<file path="src/rtl/mcp_rx_ack.sv">
// Multi-channel MCP receiver: synchronises per-channel enable toggles, captures the
// quasi-static source data into valid/ready holding registers and returns an ack toggle.
module mcp_rx_ack #(
  parameter int DW       = 32,
  parameter int NCH      = 1,
  parameter int STAGES   = 2,
  parameter int ACK_MODE = 1
) (
  input  logic              clk,
  input  logic              rst_n,
  input  logic [NCH-1:0]    tgl_i,
  input  logic [NCH*DW-1:0] data_i,
  output logic [NCH*DW-1:0] data_o,
  output logic [NCH-1:0]    valid_o,
  input  logic [NCH-1:0]    ready_i,
  output logic [NCH-1:0]    ack_tgl_o,
  output logic [NCH-1:0]    ovf_o,
  input  logic              ovf_clr_i
);

  localparam int CW = $clog2(STAGES + 2);

  logic [NCH-1:0] sync_q [STAGES];
  logic [NCH-1:0] hist_q;
  logic [CW-1:0]  warm_q;
  logic           warm_busy;
  logic [NCH-1:0] pulse;

  assign warm_busy = (warm_q != '0);
  // Edge detection is muted until the chains have flushed whatever they held at release.
  assign pulse     = warm_busy ? '0 : (sync_q[STAGES-1] ^ hist_q);

  always_ff @(posedge clk or negedge rst_n) begin
    if (!rst_n) begin
      for (int i = 0; i < STAGES; i++) sync_q[i] <= '0;
      hist_q <= '0;
      warm_q <= CW'(STAGES + 1);
    end else begin
      sync_q[0] <= tgl_i;
      for (int i = 1; i < STAGES; i++) sync_q[i] <= sync_q[i-1];
      hist_q <= sync_q[STAGES-1];
      if (warm_busy) warm_q <= warm_q - CW'(1);
    end
  end

  for (genvar c = 0; c < NCH; c++) begin : g_ch
    logic          accept;
    logic          load;
    logic          drop;
    logic          ack_ev;
    logic [DW-1:0] data_q;
    logic          valid_q;
    logic          ack_q;
    logic          ovf_q;

    assign accept = valid_q & ready_i[c];
    // A pulse loads when the register is empty or being drained in the same edge.
    assign load   = pulse[c] & (~valid_q | ready_i[c]);
    assign drop   = pulse[c] & valid_q & ~ready_i[c];
    assign ack_ev = (ACK_MODE != 0) ? accept : pulse[c];

    always_ff @(posedge clk or negedge rst_n) begin
      if (!rst_n) begin
        data_q  <= '0;
        valid_q <= 1'b0;
        ack_q   <= 1'b0;
        ovf_q   <= 1'b0;
      end else begin
        if (load) data_q <= data_i[c*DW +: DW];
        if (load) valid_q <= 1'b1;
        else if (accept) valid_q <= 1'b0;
        if (ack_ev) ack_q <= ~ack_q;
        if (drop) ovf_q <= 1'b1;
        else if (ovf_clr_i) ovf_q <= 1'b0;
      end
    end

    assign data_o[c*DW +: DW] = data_q;
    assign valid_o[c]         = valid_q;
    assign ack_tgl_o[c]       = ack_q;
    assign ovf_o[c]           = ovf_q;
  end

endmodule

</file>
<file path="config.mk">
export PLATFORM = sky130hd
export DESIGN_NAME = mcp_rx_ack
export DESIGN_NICKNAME = d
export VERILOG_FILES = /design/src/rtl/mcp_rx_ack.sv
export SDC_FILE = /design/constraint.sdc
export NUM_CORES = 1
export LEC_CHECK = 0
export BUFFER_PORTS_ARGS = -buffer_cell sky130_fd_sc_hd__buf_2
export CAP_MARGIN = 25
export CORE_UTILIZATION = 41
export DETAILED_ROUTE_END_ITERATION = 7
export GPL_TIMING_DRIVEN = 0
export HOLD_SLACK_MARGIN = 0.02
export PLACE_DENSITY = 0.74
export SKIP_CTS_REPAIR_TIMING = 1
export SLEW_MARGIN = 20
export SYNTH_ARGS = -nofsm -noshare
export SYNTH_HDL_FRONTEND = slang
export SYNTH_SLANG_ARGS = --single-unit
</file>
<file path="constraint.sdc">
create_clock -name clk -period 1.81 [get_ports clk]
set_clock_uncertainty 0.15 [all_clocks]
set_input_delay 0.0905 -clock clk [delete_from_list [all_inputs] [get_ports clk]]
set_output_delay 0.0905 -clock clk [all_outputs]
set_load 0.01 [all_outputs]
</file>
Word-level counts from Yosys, hierarchy flattened. Index checks and enable logic that the tools add are counted.

Flip-flop bits (word level): 40. Output and inout port bits: 35. Logic and storage cells: 26.

Add/sub/neg operators: 1. Mux-type cells: 5. Bitwise logic cells: 9. Reductions and logical operators: 3.

Operators with widths (number): $reduce_bool 2->1 (3); $mux 1 (5); $and 1x1->1 (4); $not 1->1 (3); $sub 2x1->2 const B (1); $or 1x1->1 (1); $xor 1x1->1 (1).

Longest topological paths before layout.
Depth after elaboration: 5. Depth in mapped cells: 5. Mapped depth without buffers: 4.

Worst setup path after synthesis. Ideal clock, no wire load.

Kind: register -> register. From: register warm_q[0]. To: register g_ch[0].data_q[0], in the netlist data_o[0]. Library setup time: 125 ps. Arrival: 1405 ps. Data required time: 1535 ps. Setup slack: 130 ps. Cell stages (with the launch flop): 6. Period minus slack after synthesis: 1680 ps. Cell sequence: dfstp_2 -> inv_1 -> ha_1 -> nand3_2 -> buf_6 -> mux2_4.

Cells in the longest elaborated chain, start to end: 3.

Ends and longest elaborated chain: start: declaration (RTL line 25) `logic [CW-1:0] warm_q;`; start signal: assignment (RTL line 37) `warm_q <= CW'(STAGES + 1);`; start signal: assignment (RTL line 42) `if (warm_busy) warm_q <= warm_q - CW'(1);`; $reduce_bool 2->1 (RTL line 29) `assign warm_busy = (warm_q != '0);`; $mux 1 (RTL line 31) `assign pulse = warm_busy ? '0 : (sync_q[STAGES-1] ^ hist_q);`; $and 1x1->1 (RTL line 58) `assign load = pulse[c] & (~valid_q | ready_i[c]);`; end signal: assignment (RTL line 69) `if (load) data_q <= data_i[c*DW +: DW];`; end: declaration (RTL line 51) `logic [DW-1:0] data_q;`.

No other way between the ends. A chain may end at the register's enable or synchronous reset.

Worst setup path after layout.
From: register warm_q[0]. To: register g_ch[0].data_q[3], in the netlist data_o[3].

Same word-level chain as after synthesis.

==> impl_results.md <==
* Synth Net Count at 128
* Leak at 1.277 nW
* Fill cells at 267
* Slew Viols, Final at 0
* Clock Latency Late Sink at 0.29 ns
* Synth unique cells at 14
* Top Ports at 72
* Setup Total Neg Slack at 0 ns
* Die area at 4163 um2
* Initial antenna violation count at 0
* GR Overflow Total at 0
* Achievable Freq at 585.4 MHz
* Post-route ant nets at 0
* DR DRC count at 0
* Port Buffers at 71
* Cell taking the most area after synthesis: dfrtp_1
* Final min period at 1.708 ns
* Most frequent cells in the layout: 71 x buf_2, 38 x dfrtp_1, 36 x dlygate4sd3_1
* Die height at 64.53 um
* CP Max Fanout at 10
* RSZ-0062 raised after global routing: no
* Routed length per instance at 13.75 um
* Final setup viols at 0
* Tcrit/Tclk final at 94.38%
* Layout cells sized above 1 at 57.56%
* Hold path depth at 0
* Drt via density at 4.494
* Vias at 1137
* Total Nets Final at 242
* Worst-Margin Slew at 0.8471 ns
* Crit path DAT at 1.73 ns
* Commonest non-fill, non-tap cell in the layout: buf_2
* Post-DP HPWL at 2117 um
* Fin Hold WS at 0.2198 ns
* Area growth syn-to-layout at 55.27%
* Post-synthesis sequential area ratio at 62.61%
* Layout Cells excl Fill at 253
* CTS tree: yes
* Placed Cells at 209
* Setup crit start kind: flip-flop
* Yosys reg bits at 40
* Crit. End Element: flip-flop
* Total Wirelength at 3479 um
* Post-synthesis average cell area at 17.81 um2
* Final total power at 2.493 mW
* Max-cap violations at 0
* FF-to-FF path depth at 5
* Global-route wire length before repair at 4761 um
* Peak VDD IR at 0.0005312 V
* DRT Pass-1 Iters at 3
* Initial core utilization at 43.13%
* Root buf cell: clkbuf_8
* Synth top area cells: dfrtp_1 59%, mux2_4 28%, dfstp_2 3.3%
* Reg clk slew, reported paths at 0.07 ns
* Cell Rows at 22
* Worst r2r src: warm_q[0]$_DFFE_PN1P_
* Hold Crit Class: reg -> reg
* Hold Path End: sync_q[0]$_DFF_PN0_
* Kind of critical path: reg -> reg
* Cell Pwr Density at 1002 nW/um2
* Starting DRT DRC Count at 24
* Seq. cell area at 1003 um2
* Antenna cells at 0
* Post-synthesis cell count at 90
* Die Wd at 64.53 um
* Core ar. at 3716 um2
* Final hold violations at 0
* CTS Buf Count at 5
* GP Congestion at 0.6652
* Maximum level of the CTS H-tree at 2
* Gr usage total at 15.42%
* CTS Sinks at 40
* Slew Limit Headroom at 43.52%
* Hold wc startpoint: sync_q[1]$_DFF_PN0_
* Req. time, crit path at 1.83 ns
* Top cell type's share of synthesized area at 59.33%
* Multi-input gate area at 564.3 um2
* RR Endpoint: data_o[3]$_DFFE_PN0P_
* Clk buf depth at 2
* R2R Setup Slk at 0.10 ns
* Vias in the first global route at 1095
* Status: completed
* Pin count of the biggest net entering global routing at 41
* YS warnings at 0
* Mapped cell area at 1603 um2
report_power, final:
group          switching (mW)  leakage (nW)  total (mW)  internal (mW)
Combinational           0.288         0.761       0.732          0.444
Clock                   0.290        0.0510       0.594          0.304
Sequential             0.0990         0.465        1.17           1.07
Yosys cell counts, drive strengths merged:
master,count
nand3,1
dfstp,2
nand2b,1
buf,3
xnor2,2
dfrtp,38
mux2,32
o21ai,1
ha,1
inv,3
o22ai,1
xor2,1
nand2,4
registers in the layout (all words and copies together), names as in the netlist:
name	flops
valid_o	1
sync_q	2
warm_q	2
ovf_o	1
hist_q	1
data_o	32
ack_tgl_o	1
final cells by class:
| class | instances | share of cell area (%) |
|---|---|---|
| multi-input cells | 44 | 22.67 |
| plain buffers | 3 | 1.659 |
| flip-flops and latches | 40 | 40.32 |
| inverters | 3 | 0.4525 |
| clock inverters | 2 | 0.4022 |
| repair buffers | 107 | 28.76 |
| well taps | 48 | 2.413 |
| clock buffers | 6 | 3.318 |
logic make-up after synthesis:
group,after synthesis,share of synthesized area (%)
compound gates,2,0.7025
xor+xnor,3,1.640
fa+ha+maj,1,0.7805
buf+inv,6,2.810
flops,40,62.61
mux,32,29.51
simple gates,6,1.952
per-stage QoR:
step / cell area [um2] / utilization [%] / setup WS [ns]
CTS: 2111 / 56.80 / -0.003630
global route: 2489 / 66.97 / 0.05903
floorplan: 1603 / - / 0.1304
finish: 2489 / 66.97 / 0.1017
detailed placement: 2018 / 54.31 / 0.02253
global placement: 2018 / 54.31 / 0.05086
worst max path at each step:
stage	slack, ns	startpoint	cells after the start	to
floorplan	0.13	warm_q[0]$_DFFE_PN1P_	5	data_o[0]$_DFFE_PN0P_
global placement	0.05	warm_q[0]$_DFFE_PN1P_	5	data_o[17]$_DFFE_PN0P_
detailed placement	0.02	warm_q[0]$_DFFE_PN1P_	5	data_o[16]$_DFFE_PN0P_
CTS	-0.004	warm_q[0]$_DFFE_PN1P_	5	data_o[16]$_DFFE_PN0P_
global route	0.06	warm_q[0]$_DFFE_PN1P_	5	data_o[7]$_DFFE_PN0P_
finish	0.10	warm_q[0]$_DFFE_PN1P_	5	data_o[3]$_DFFE_PN0P_
metal layers:
layer	GRT usage, %	routed length (um)	vias to the layer above
met4	6.667	42	0
met1	18.48	1424	557
met2	25.79	1841	47
met5	0	0	-
met3	4.401	171	4
li1	-	-	529
critical path: stages, from the launching register on:
cell and delay (ns):
dfstp_2 0.54, inv_1 0.05, ha_2 0.22, nand3_4 0.12
buf_6 0.20, mux2_4 0.32
Note: power is estimated with default switching activity, not from simulation.
